`src/rtl/mod_addsub_scheduler.sv`:
```
// Two-requester round-robin scheduler feeding a shared modular add/sub datapath.
// Commands are issued one per cycle, tracked through the datapath pipeline, and returned in order.
module mod_addsub_scheduler #(
  parameter int W       = 4,
  parameter int LATENCY = 2,
  parameter int DEPTH   = 4
) (
  input  logic         clk,
  input  logic         rst_n,
  input  logic         req0_valid,
  output logic         req0_ready,
  input  logic         req0_op,
  input  logic [W-1:0] req0_a,
  input  logic [W-1:0] req0_b,
  input  logic         req1_valid,
  output logic         req1_ready,
  input  logic         req1_op,
  input  logic [W-1:0] req1_a,
  input  logic [W-1:0] req1_b,
  output logic         dp_valid,
  output logic         dp_op,
  output logic [W-1:0] dp_a,
  output logic [W-1:0] dp_b,
  input  logic [W-1:0] dp_result,
  output logic         resp_valid,
  input  logic         resp_ready,
  output logic         resp_id,
  output logic [W-1:0] resp_data,
  output logic         busy
);

  localparam int AW = $clog2(DEPTH);
  localparam int CW = $clog2(DEPTH + LATENCY + 2) + 1;

  // Handshake: a request transfers on the rising edge where valid & ready are both high.
  // ready is a function of valid; a requester must never derive valid from ready.

  logic          prio_q, prio_d;
  logic [CW-1:0] fifo_cnt_q, fifo_cnt_d;
  logic [CW-1:0] infl_q, infl_d;
  logic          credit_ok, grant0, grant1, accept;
  logic          push, pop, cap_v, cap_id;

  logic          dp_op_q;
  logic [W-1:0]  dp_a_q, dp_b_q;
  logic [LATENCY:0] vld_q, id_q;

  logic [W:0]    mem_q [DEPTH];
  logic [AW-1:0] wr_ptr_q, rd_ptr_q;

  // fifo_cnt + inflight counts every accepted command not yet popped, so a slot is always reserved.
  assign credit_ok = (fifo_cnt_q + infl_q) < CW'(DEPTH);
  assign grant0    = rst_n & credit_ok & req0_valid & (~prio_q | ~req1_valid);
  assign grant1    = rst_n & credit_ok & req1_valid & (prio_q | ~req0_valid);
  assign accept    = grant0 | grant1;
  assign req0_ready = grant0;
  assign req1_ready = grant1;

  // Stage 0 of the delay line is the issue register itself.
  assign cap_v  = vld_q[LATENCY];
  assign cap_id = id_q[LATENCY];
  assign push   = cap_v;
  assign pop    = (fifo_cnt_q != '0) & resp_ready;

  always_comb begin
    prio_d = prio_q;
    if (grant0)      prio_d = 1'b1;
    else if (grant1) prio_d = 1'b0;
  end

  always_comb begin
    fifo_cnt_d = fifo_cnt_q;
    if (push && !pop)      fifo_cnt_d = fifo_cnt_q + CW'(1);
    else if (!push && pop) fifo_cnt_d = fifo_cnt_q - CW'(1);
  end

  always_comb begin
    infl_d = infl_q;
    if (accept && !cap_v)      infl_d = infl_q + CW'(1);
    else if (!accept && cap_v) infl_d = infl_q - CW'(1);
  end

  always_ff @(posedge clk or negedge rst_n) begin
    if (!rst_n) begin
      prio_q     <= 1'b0;
      fifo_cnt_q <= '0;
      infl_q     <= '0;
      dp_op_q    <= 1'b0;
      dp_a_q     <= '0;
      dp_b_q     <= '0;
      vld_q      <= '0;
      id_q       <= '0;
      wr_ptr_q   <= '0;
      rd_ptr_q   <= '0;
    end else begin
      prio_q     <= prio_d;
      fifo_cnt_q <= fifo_cnt_d;
      infl_q     <= infl_d;
      if (accept) begin
        dp_op_q <= grant1 ? req1_op : req0_op;
        dp_a_q  <= grant1 ? req1_a  : req0_a;
        dp_b_q  <= grant1 ? req1_b  : req0_b;
      end
      vld_q[0] <= accept;
      id_q[0]  <= grant1;
      for (int k = 1; k <= LATENCY; k++) begin
        vld_q[k] <= vld_q[k-1];
        id_q[k]  <= id_q[k-1];
      end
      if (push) wr_ptr_q <= wr_ptr_q + AW'(1);
      if (pop)  rd_ptr_q <= rd_ptr_q + AW'(1);
    end
  end

  always_ff @(posedge clk) begin
    if (push) mem_q[wr_ptr_q] <= {cap_id, dp_result};
  end

  assign dp_valid   = vld_q[0];
  assign dp_op      = dp_op_q;
  assign dp_a       = dp_a_q;
  assign dp_b       = dp_b_q;
  assign resp_valid = (fifo_cnt_q != '0);
  // Head contents are masked while empty so the outputs read zero out of reset.
  assign resp_id    = resp_valid ? mem_q[rd_ptr_q][W]     : 1'b0;
  assign resp_data  = resp_valid ? mem_q[rd_ptr_q][W-1:0] : '0;
  assign busy       = (fifo_cnt_q != '0) | (infl_q != '0);

endmodule

```
`config.mk`:
```
export PLATFORM = sky130hd
export DESIGN_NAME = mod_addsub_scheduler
export DESIGN_NICKNAME = d
export VERILOG_FILES = /design/src/rtl/mod_addsub_scheduler.sv
export SDC_FILE = /design/constraint.sdc
export NUM_CORES = 1
export LEC_CHECK = 0
export ABC_AREA = 1
export CORE_MARGIN = 2
export CORE_UTILIZATION = 50
export CTS_BUF_LIST = sky130_fd_sc_hd__clkbuf_16
export CTS_CLUSTER_DIAMETER = 40
export DETAILED_ROUTE_END_ITERATION = 10
export PLACE_DENSITY = 0.77
export SLEW_MARGIN = 20
export SYNTH_ARGS = -nofsm -noshare
export SYNTH_HDL_FRONTEND = slang
export SYNTH_SLANG_ARGS = --single-unit
```
`constraint.sdc`:
```
create_clock -name clk -period 3.6 [get_ports clk]
set_input_delay 0.54 -clock clk [delete_from_list [all_inputs] [get_ports clk]]
set_output_delay 0.54 -clock clk [all_outputs]
set_load 0.01 [all_outputs]
```
* Word-level counts from Yosys, hierarchy flattened
Memory sizes are Yosys's and may differ from the RTL's.
Cells that the tools add are included.
** Cells by class
- Divide/modulo/power cells :: 0
- Bitwise gates (word level) :: 13
- Shift-type cells :: 0
- $mul :: 0
- Mux-type cells :: 13
- Add/sub/neg operators :: 7
- Reductions and logical operators :: 12
- Equality and inequality tests :: 0
- Magnitude comparators :: 1
** Operators with widths (number)
- $mux W4 :: 7
- $add A4 B1 Y4 const B :: 2
- $reduce_bool A4 Y1 :: 2
- $sub A4 B1 Y4 const B :: 2
- $and A1 B1 Y1 :: 6
- $mux W1 :: 6
- $reduce_bool A2 Y1 :: 3
- $add A2 B1 Y2 const B :: 2
- $add A4 B4 Y4 :: 1
- $logic_and A1 B1 Y1 :: 4
- $lt A4 B3 Y1 const B :: 1
- $or A1 B1 Y1 :: 4
- $logic_not A1 Y1 :: 3
- $not A1 Y1 :: 3
** Storage, ports and cells
- Memories kept :: 1
- ROM bits :: 0
- Output and inout bits :: 19
- Bits in latches :: 0
- RAM bits :: 20
- Flip-flop bits (word level) :: 28
- Logic and storage cells :: 57
** Memory list
- mem_q :: words 4, bits a word 5, read ports 1, clocked after Yosys merged registers in 0, wr ports 1, RTL line 48 : logic [W:0] mem_q [DEPTH];

* Longest topological paths before layout
- Depth after elaboration :: 10
- Depth in mapped cells :: 18
- Gate-level depth less buffers :: 17

* Worst setup path after synthesis
No wires, ideal clock.
- Path type :: reg2reg
- Start point :: reg fifo_cnt_q[2]
- End point :: reg infl_q[3]
- Path buffers :: 1
- Setup time :: 0.083 ns
- Data required time :: 3.517 ns
- Cell stages (with the launch flop) :: 17
- Arrival :: 2.616 ns
- Slack :: 0.902 ns
- Cells stage by stage :: dfrtp_1 ha_1 or2_1 nand3_1 nand2_2 nor2_8 nand2_4 nand2_4 buf_12 ha_1 inv_1 ha_1 a21o_1 a21oi_1 xor2_1 nand2_1 o21ai_0
** Between the ends
- Word-level cells in the longest chain between the ends :: 9
- Elaborated cells on any way between the ends :: 13
- Those cells by class :: add/sub (1); order compare (1); mux (1); bitwise (6); reduce/logical (4)
** RTL lines
- start, declared :: RTL line 39 : logic [CW-1:0] fifo_cnt_q, fifo_cnt_d;
- start signal, assigned :: RTL line 97 : fifo_cnt_q <= fifo_cnt_d;
- $add A4 B4 Y4 * :: RTL line 52 : assign credit_ok = (fifo_cnt_q + infl_q) < CW'(DEPTH);
- $lt A4 B3 Y1 * :: RTL line 52
- $and A1 B1 Y1 * :: RTL line 53, 54
- $and A1 B1 Y1 (on tied branches) (2 in a row) :: RTL line 53, 54
- $or A1 B1 Y1 * :: RTL line 55 : assign accept = grant0 | grant1;
- via accept :: RTL line 41 : logic credit_ok, grant0, grant1, accept;
- $logic_not A1 Y1 :: RTL line 80 : else if (!accept && cap_v) infl_d = infl_q - CW'(1);
- $logic_and A1 B1 Y1 :: RTL line 80
- $reduce_bool A2 Y1 (no line)
- end signal, assigned :: RTL line 98 : infl_q <= infl_d;
- end, declared :: RTL line 40 : logic [CW-1:0] infl_q, infl_d;
Mark *: on every way through the listed nets, which the timed path passes. The rest lies on a longest branch.
A chain may end at the register's enable or synchronous reset.

* Worst setup path after layout
- Start point :: reg fifo_cnt_q[2]
- End point :: out req1_ready
** Between the ends
- Word-level cells in the longest chain between the ends :: 5
** RTL lines
- $add A4 B4 Y4 :: RTL line 52
- $lt A4 B3 Y1 :: RTL line 52
- $and A1 B1 Y1 (3 in a row) :: RTL line 54 : assign grant1 = rst_n & credit_ok & req1_valid & (prio_q | ~req0_valid);
- end, declared :: RTL line 16 : output logic req1_ready,
Every way passes these cells.

==> out/summary.txt <==
Run status = finished clean
Number of I/O port buffers = 45
Root Buffer = clkbuf_16
Leakage power = 1.55 nW
Largest family of logic cells by synthesized area = simple AND/OR/NAND/NOR gates
Final Cell Area = 3180 µm²
Initial antenna violation count = 0
DR iter-0 viols = 111
Worst Max-Slew Pin Slew = 452 ps
Pwr dens = 876 nW/µm²
Adder-cell share of the synthesized area = 7.64%
First-pass GRT wire length = 7.89 mm
Seq pwr share = 32.6%
WL per Instance = 12.5 µm
Clock Path Buffers = 2
Reg2Reg Launch Point = fifo_cnt_q[2]$_DFFE_PN0P_
Post-synthesis area per instance = 9.33 µm²
WS Path Type = reg -> out
Largest net degree at the start of global routing = 29
IO Count = 46
DRT antenna net count = 0
Met1 wire length = 2.19 mm
Initial Util = 52.4%
Total Wirelength = 4.79 mm
Filler instances = 390
Vias in the first global route = 1,766
Hold-fix buffers, CTS = 0
Layout net count = 355
R2R depth = 15
CP max-delay cell = clkdlybuf4s50_1
Minimum clock period = 3100 ps
CP cell instances = ha_1 -> or2_1 -> nand3_1 -> nand2_2 -> inv_1 -> nand3_2 -> inv_2 -> clkdlybuf4s50_1
Area grow syn2layout = 27.6%
Synth Register Bits = 48
Placed inst area = 2990 µm²
Final core utilization = 66.8%
TritonCTS clock tree = done
CTS Sinks = 48
Total GRT Usage = 19.1%
Layout cells sized above 1 = 7.62%
Netlist cell types = 27
CP Launch Type = flop
Core area = 4750 µm²
Die height = 74.6 µm
Gp weighted congestion = 0.718
Met3 wire len = 252 µm
Area contributors post-synth = dfrtp_1, edfxtp_1, nand2_1, inv_1, ha_1
Post-synthesis simple-gate area fraction = 21.7%
Mapped Cells = 267
Internal = 1.71 mW
Hold Path Stages = 0
Worst path bufs/invs = 3
Design Power = 2.78 mW
Most common cell in the synthesized netlist = nand2_1
Final slew viol count = 0
Synth warn = 0
Post-synth top cells = nand2_1, inv_1, nor2_1
Vias = 1,815
Die Wd = 74.6 µm
Post-route DRC = 0
Postcts setup bufs = 0
Die area = 5560 µm²
Clock share of power = 20.5%
CP peak stage delay = 550 ps
Combinational share of power = 46.9%
Crit-path max FO = 11
Switching share of power = 38.6%
CP top delay family = buffers and inverters
Peak supply drop = 0.381 mV
Synth Area in XOR/XNOR = 3.52%
CP Launch Point = fifo_cnt_q[2]$_DFFE_PN0P_
Detail Route met2 WL = 2.28 mm
Endpoints failing setup = 0
Setup TNS = 0 ps
Max Clock Freq = 0.323 GHz
Clock Pin Slew Worst Setup and Hold Paths = 60 ps
Antenna diodes = 0
Stages on worst setup path = 8
Worst EP arrival = 2560 ps
Slew margin rel. = 69.6%
Gr ovfl total = 0
HPWL Detailed = 3.56 mm
Clock Skews = 3.61 ps
Hold Crit Class = reg -> reg
Sw power = 1.08 mW
Post-synth EDFFs = 20
CTS H-tree lvls = 2
Compound-Gate Fraction of Synth Area = 5.93%
RSZ-0062 raised after global routing = no
1st-pass router iterations = 4
Crit. End Element = primary output
Top layer in use = met4
FP Rows = 25
Post-synthesis mux area share = 0%
Total CTS buffers = 5
Vias/cell = 4.75
Hold path start = id_q[0]$_DFF_PN0_
Max-Cap Viols = 0
Worst skew pair latency = 280 ps
Share of flip-flops with an asynchronous set or reset = 58.3%
Syn Nets = 308
Tcrit/Tclk final = 86.1%
Worst Path Required = 3060 ps
Number of gates resized after cts = 0
Synth top area share = 28.1%
Final Hold Viols = 0
Mapped cell area = 2490 µm²
Leading area contributor after synthesis = dfrtp_1
Dominant synthesized flop cell = dfrtp_1
Register area share after synthesis = 52.3%
per-stage QoR:
stage | hold slack, ps | std cells | setup slack, ps
2_1_floorplan | 244 | 267 | 902
3_3_place_gp | 335 | 374 | 520
3_5_place_dp | 336 | 374 | 415
4_1_cts | 360 | 382 | 486
5_1_grt | 361 | 382 | 324
6_report | 358 | 382 | 501
per-layer routing:
| metal | global-route usage, % | vias to the layer above |
|---|---|---|
| li1 | - | 931 |
| met1 | 24.3 | 820 |
| met2 | 31.7 | 58 |
| met3 | 5.15 | 6 |
| met4 | 6.35 | 0 |
| met5 | 0 | - |
cells by family (layout without fill, tap and decap cells):
group / count (synthesis) / after routing
buf+inv: 53 / 101
xor+xnor: 10 / 10
simple gates: 114 / 114
flops: 48 / 48
fa+ha+maj: 14 / 14
compound gates: 28 / 28
path summary, 6_finish.rpt:
path	endpoint	slack, ps
worst max-delay path	req1_ready	500
worst min-delay path	id_q[1]$_DFF_PN0_	360
worst max register to register	infl_q[3]$_DFFE_PN0P_	550
worst min register to register	id_q[1]$_DFF_PN0_	360
max in group asynchronous	dp_a[2]$_DFFE_PN0N_	2560
min in group asynchronous	dp_op$_DFFE_PN0N_	770
cells in the final DEF, fill, tap and decap left out, drive strengths merged, types with 9 or more instances in the layout:
cell type and n:
nand2 58, inv 47, clkdlybuf4s50 45, nor2 30
dfrtp 28, nand3 24, edfxtp 20, o21ai 16
ha 12, a21oi 9
cell type report:
cell class              instances  area [µm²]  share of cell area, %
flip-flops and latches         48        1300                   41.0
multi-input cells             166         965                   30.4
repair buffers                 47         465                   14.7
inverters                      46         173                   5.44
clock buffers                   6         150                   4.73
well taps                      67        83.8                   2.64
clock inverters                 2        38.8                   1.22
state kept, by name, indices dropped and copies added, names as in the netlist:
| register | flops |
|---|---|
| vld_q | 3 |
| infl_q | 4 |
| id_q | 3 |
| mem_q | 20 |
| fifo_cnt_q | 4 |
| dp_b | 4 |
| dp_op | 1 |
| rd_ptr_q | 2 |
| dp_a | 4 |
| prio_q | 1 |
| wr_ptr_q | 2 |
power groups by stage:
stage | sequential [mW] | combinational, mW | clock [mW]
final | 0.906 | 1.31 | 0.571
after global routing | 0.933 | 1.47 | 0.598
after CTS | 0.912 | 1.32 | 0.581
after detailed placement | 0.919 | 1.30 | 0
after global placement | 0.913 | 1.26 | 0
after floorplan | 0.877 | 0.931 | 0
Power figures use the tool's default switching activity.
==> variant 1: new RTL, same settings <==
`LATENCY`: 2 -> 4.
--- a/src/rtl/mod_addsub_scheduler.sv
+++ b/src/rtl/mod_addsub_scheduler.sv
@@ -2,7 +2,7 @@
 // Commands are issued one per cycle, tracked through the datapath pipeline, and returned in order.
 module mod_addsub_scheduler #(
   parameter int W       = 4,
-  parameter int LATENCY = 2,
+  parameter int LATENCY = 4,
   parameter int DEPTH   = 4
 ) (
   input  logic         clk,
Formal check against the unedited RTL: not equivalent (a bounded check fails within 10 cycles, from zero or initial values and one cycle with rst_n low).
==> variant 1 against the original RTL <==
- design area is 6.3% higher
- count of clock-buffer cells in the layout fell by 1
- synthesized area grew 9.6%
- sequential cell count increased by 6
- largest power group unchanged
- worst setup slack worse by 0.19 ns
- critical path depth up 10
- routed wire length rose by 11%
- clock power fell by 18%
- total power decreased by 1.9%
==> variant 1: results (changes against the original RTL) <==
- Status: finished, final reports clean
- Syn nets: 341 (+11%)
- First-pass GRT wire length: 9.09 mm (+15%)
- CP top delay family: simple AND/OR/NAND/NOR gates
- Top post-synthesis cells by area: dfrtp_1 31%, edfxtp_1 22%, nand2_1 8.2%
- Ys async rst share: 0.630 (+0.0463)
- Post-synth EDFFs: 20 (unchanged)
- Antenna Diode Count: 0 (unchanged)
- CP arrival: 3.46 ns (+0.90 ns)
- Clock transition at the registers of the reported paths: ~0.07 ns
- P_leak: 1.65 nW (+6.0%)
- Yosys Warn Count: 0 (unchanged)
- Crit-path slowest cell: dfrtp_1
- GPL Wtd Cong: 0.857 (+19%)
- Slowest stage delay, CP: 0.41 ns (-0.14 ns)
- Seq/Total Area, Yosys: 0.532 (+0.00901)
- Longest Clk Path Bufs: 2 (unchanged)
- Worst-Skew Late Latency: roughly 0.29 ns
- Top reg by flops: mem_q
- CTS buffer count: 5 (unchanged)
- Crit path max fanout: 12 (+1)
- Max reg flops: 20 (unchanged)
- Post-DP HPWL: 3.92 mm (+10%)
- Postcts setup bufs: 0 (unchanged)
- Worst R2R Path Depth: 18 (+3)
- CTS Root Cell: clkbuf_16
- H-tree depth: 2 (unchanged)
- Layout cells sized above 1: 0.0609 (-0.0153)
- Global Route Usage Sum: 0.191 (+0.000235)
- Initial DRC Count: 112 (+0.90%)
- Layout Nets: 388 (+9.3%)
- Worst min path class: in -> async
- Placement Cell Area: 3230 µm² (+8.1%)
- Cts repair resizes: 0 (unchanged)
- Post-synth cell types: 28 (+3.7%)
- TritonRoute pass-1 iters: 4 (unchanged)
- Least-Margin Pin Slew: 0.430 ns (-0.0223 ns)
- Largest net degree at the start of global routing: 35 (+21%)
- Primary flip-flop cell chosen by synthesis mapping: dfrtp_1
- Vias per inst: 4.90 (+3.1%)
- Vias in the first global route: 1,966 (+11%)
- Final Skew: 0.00562 ns (+0.00201 ns)
- Wire length per cell: 12.8 µm (+2.2%)
- Antenna violations before repair: 0 (unchanged)
- IR drop worst, VDD: 0.406 mV (+6.6%)
- Port Buffers: 45 (unchanged)
- Synth cell count leaders: 60 x nand2_1, 51 x inv_1, 34 x dfrtp_1
## variant 1: cell count changes in the layout (fill, tap and decap cells not counted), sizes merged, moves of 2 or more
cell | unedited run | this run
a21oi | 9 | 15
buf | 2 | 4
dfrtp | 28 | 34
ha | 12 | 15
inv | 47 | 53
nand2 | 58 | 62
nand3 | 24 | 14
nand4 | 0 | 11
nor2 | 30 | 33
## variant 1: area by class of cell
type / instances / area, µm²
clock inverters: 3 / 20.0
multi-input cells: 183 / 1030
inverters: 52 / 195
well taps: 70 / 87.6
repair buffers: 48 / 468
fillers: 406 / 1800
clock buffers: 5 / 125
flip-flops and latches: 54 / 1450
## variant 1: metrics by stage
| stage | setup WS (ns) | cells |
|---|---|---|
| finish | 0.314 | 415 |
| global route | 0.0283 | 415 |
| CTS | 0.261 | 415 |
| detailed placement | 0.267 | 407 |
| global placement | 0.423 | 407 |
| floorplan | 0.695 | 297 |
## variant 1: cell families (layout without fill, tap and decap cells)
family / after synthesis / in the layout / share of synthesized area
flops: 54 / 54 / 0.532
simple gates: 123 / 123 / 0.200
fa+ha+maj: 17 / 17 / 0.0834
xor+xnor: 8 / 8 / 0.0257
compound gates: 35 / 35 / 0.0669
buf+inv: 60 / 108 / 0.0921
## variant 1: worst paths after layout
check | startpoint | slack [ns] | to
max | fifo_cnt_q[2]$_DFFE_PN0P_ | 0.31 | infl_q[4]$_DFFE_PN0P_
min | rst_n | 0.30 | fifo_cnt_q[2]$_DFFE_PN0P_
min reg2reg | id_q[1]$_DFF_PN0_ | 0.35 | id_q[2]$_DFF_PN0_
max reg2reg | fifo_cnt_q[2]$_DFFE_PN0P_ | 0.31 | infl_q[4]$_DFFE_PN0P_
max in group asynchronous | rst_n | 2.99 | rd_ptr_q[1]$_DFFE_PN0P_
min in group clk | id_q[1]$_DFF_PN0_ | 0.35 | id_q[2]$_DFF_PN0_
## variant 1: power breakdown
part           switching (mW)  total (mW)  internal (mW)  leakage [nW]
Clock                   0.211       0.469          0.258        0.0679
Sequential              0.167       0.980          0.813         0.611
Combinational           0.716        1.28          0.566         0.968
## variant 1: routing by layer
layer / up-vias / part of all wire / track usage / wire (µm)
met5: - / 0 / 0 / 0
met4: 0 / 0.012 / 0.0579 / 66
met3: 7 / 0.058 / 0.0523 / 311
met2: 59 / 0.47 / 0.317 / 2520
met1: 931 / 0.45 / 0.244 / 2420
li1: 1035 / - / - / -
==> variant 2: new RTL, same flow settings <==
Without the edit above. Make the reset (`rst_n`) synchronous in one clocked block.
--- a/src/rtl/mod_addsub_scheduler.sv
+++ b/src/rtl/mod_addsub_scheduler.sv
@@ -80,7 +80,7 @@
     else if (!accept && cap_v) infl_d = infl_q - CW'(1);
   end
 
-  always_ff @(posedge clk or negedge rst_n) begin
+  always_ff @(posedge clk) begin
     if (!rst_n) begin
       prio_q     <= 1'b0;
       fifo_cnt_q <= '0;
Function: differs if rst_n is asserted again (counterexample within 4 cycles, from zero or initial values and one cycle with rst_n low); with rst_n held inactive, the same outputs for 10 cycles.
==> variant 2 against the original RTL <==
- utilization fell by 1.6 points
- total power fell by 17%
- routed wire length rose by 1.9%
- worst setup slack improved by 0.045 ns
- sequential cell count rose by 2
- design area fell by 3.7%
- highest routed layer unchanged
- synthesized area fell by 2.8%
- via count rose by 8.3%
==> variant 2: results (changes against the original RTL) <==
- Status: finished, final reports clean
- Worst Setup SP: fifo_cnt_q[2]$_SDFFE_PN0P_
- Crit-path slowest cell: ha_1
- P_leak: 1.43 nW (-7.7%)
- Placement Cell Area: 2920 µm² (-2.3%)
- Largest net degree at the start of global routing: 24 (-17%)
- Final Skew: 0.00457 ns (+0.000959 ns)
- Final-layout clock buffer total: 5 (-1)
- Synth cell count leaders: 62 x nand2_1, 56 x nor2_1, 52 x inv_1
- Sequential cell count: 50 (+4.2%)
- Initial DRC Count: 105 (-5.4%)
- CP top delay family: simple AND/OR/NAND/NOR gates
- Layout cells sized above 1: 0.0426 (-0.0336)
- Worst hold path depth: 2 (+2)
- Pint: 1.43 mW (-16%)
- FILL cells: 408 (+4.6%)
- Multi-input combinational area share: 0.323 (+0.0197)
- Global Route Usage Sum: 0.197 (+0.00627)
- Slowest stage delay, CP: 0.36 ns (-0.19 ns)
- GPL Wtd Cong: 0.848 (+18%)
- Vias in the first global route: 1,881 (+6.5%)
- ClkCell Share: 0.0462 (-0.0133)
- Post-synth cell types: 20 (-26%)
- FF+latch area: 1200 µm² (-7.7%)
- Clock Power: 0.445 mW (-22%)
- CP arrival: 3.22 ns (+0.66 ns)
- Wirelength, routed: 4.88 mm (+1.9%)
- Layout Nets: 392 (+10%)
- Ys async rst share: 0 (-0.583)
- CP Capture Type: register
- Crit path max fanout: 10 (-1)
- Top post-synthesis cells by area: dfxtp_1 25%, edfxtp_1 25%, nand2_1 9.6%
- Layout non-clock buf frac: 0.152 (+0.00557)
- Least-Margin Pin Slew: 0.419 ns (-0.0333 ns)
- Via count: 1,966 (+8.3%)
- Sequential Power Share: 0.352 (+0.026)
- Syn nets: 343 (+11%)
- Hold Startpoint: id_q[1]$_SDFF_PN0_
- First-pass GRT wire length: 8.12 mm (+3.0%)
- Worst R2R End: infl_q[3]$_SDFFE_PN0P_
- Post-DP HPWL: 3.58 mm (+0.51%)
- Multi-input comb cells: 195 (+17%)
- Endpoint, Worst Hold: id_q[2]$_SDFF_PN0_
==> variant 2: cell types whose count changed in the layout (fill, tap and decap cells not counted), sizes merged, moves of 2 or more <==
cell    unedited run  this run
o21ai             16        23
dfxtp              0        30
inv               47        52
nand2             58        63
xor2               6         3
nor2              30        57
dfrtp             28         0
clkinv             0         2
nand3             24         9
xnor2              4         0
a21oi              9        22
a21o               2         0
==> variant 2: logic make-up after synthesis <==
| kind of cell | count (synthesis) | share of synthesized area |
|---|---|---|
| flip-flops | 50 | 0.496 |
| AND/OR/NAND/NOR | 131 | 0.218 |
| buffers and inverters | 57 | 0.0946 |
| AO/OA/AOI/OAI | 47 | 0.101 |
| XOR/XNOR | 3 | 0.0109 |
| adder cells (fa/ha/maj) | 14 | 0.0786 |
==> variant 2: metal layers <==
metal / vias up / part of all wire / GRT usage
met5: - / 0 / 0
met3: 4 / 0.068 / 0.0645
met4: 0 / 0.0086 / 0.0505
li1: 1042 / - / -
met1: 864 / 0.44 / 0.238
met2: 56 / 0.48 / 0.337
==> variant 2: per-stage QoR <==
stage	util	instances	worst slack, ns	power [mW]
after detailed placement	0.622	398	0.420	1.85
after global routing	0.652	406	0.288	2.47
after floorplan	-	302	0.907	1.45
after CTS	0.652	406	0.567	2.31
final	0.652	406	0.546	2.30
after global placement	0.622	398	0.553	1.82
==> variant 2: worst reg2reg max path, cell delays in order, from the launching register on <==
cell and delay, ns:
dfxtp_1 0.34, ha_1 0.36, or2_2 0.31, nand3_1 0.08, nand2_1 0.11, nand3_1 0.18, nand2_2 0.16, ha_1 0.21
inv_1 0.14, ha_1 0.29, a21oi_1 0.15, nand2_1 0.08, a21oi_1 0.12, o21ai_0 0.15, o21ai_0 0.20, a21oi_1 0.06
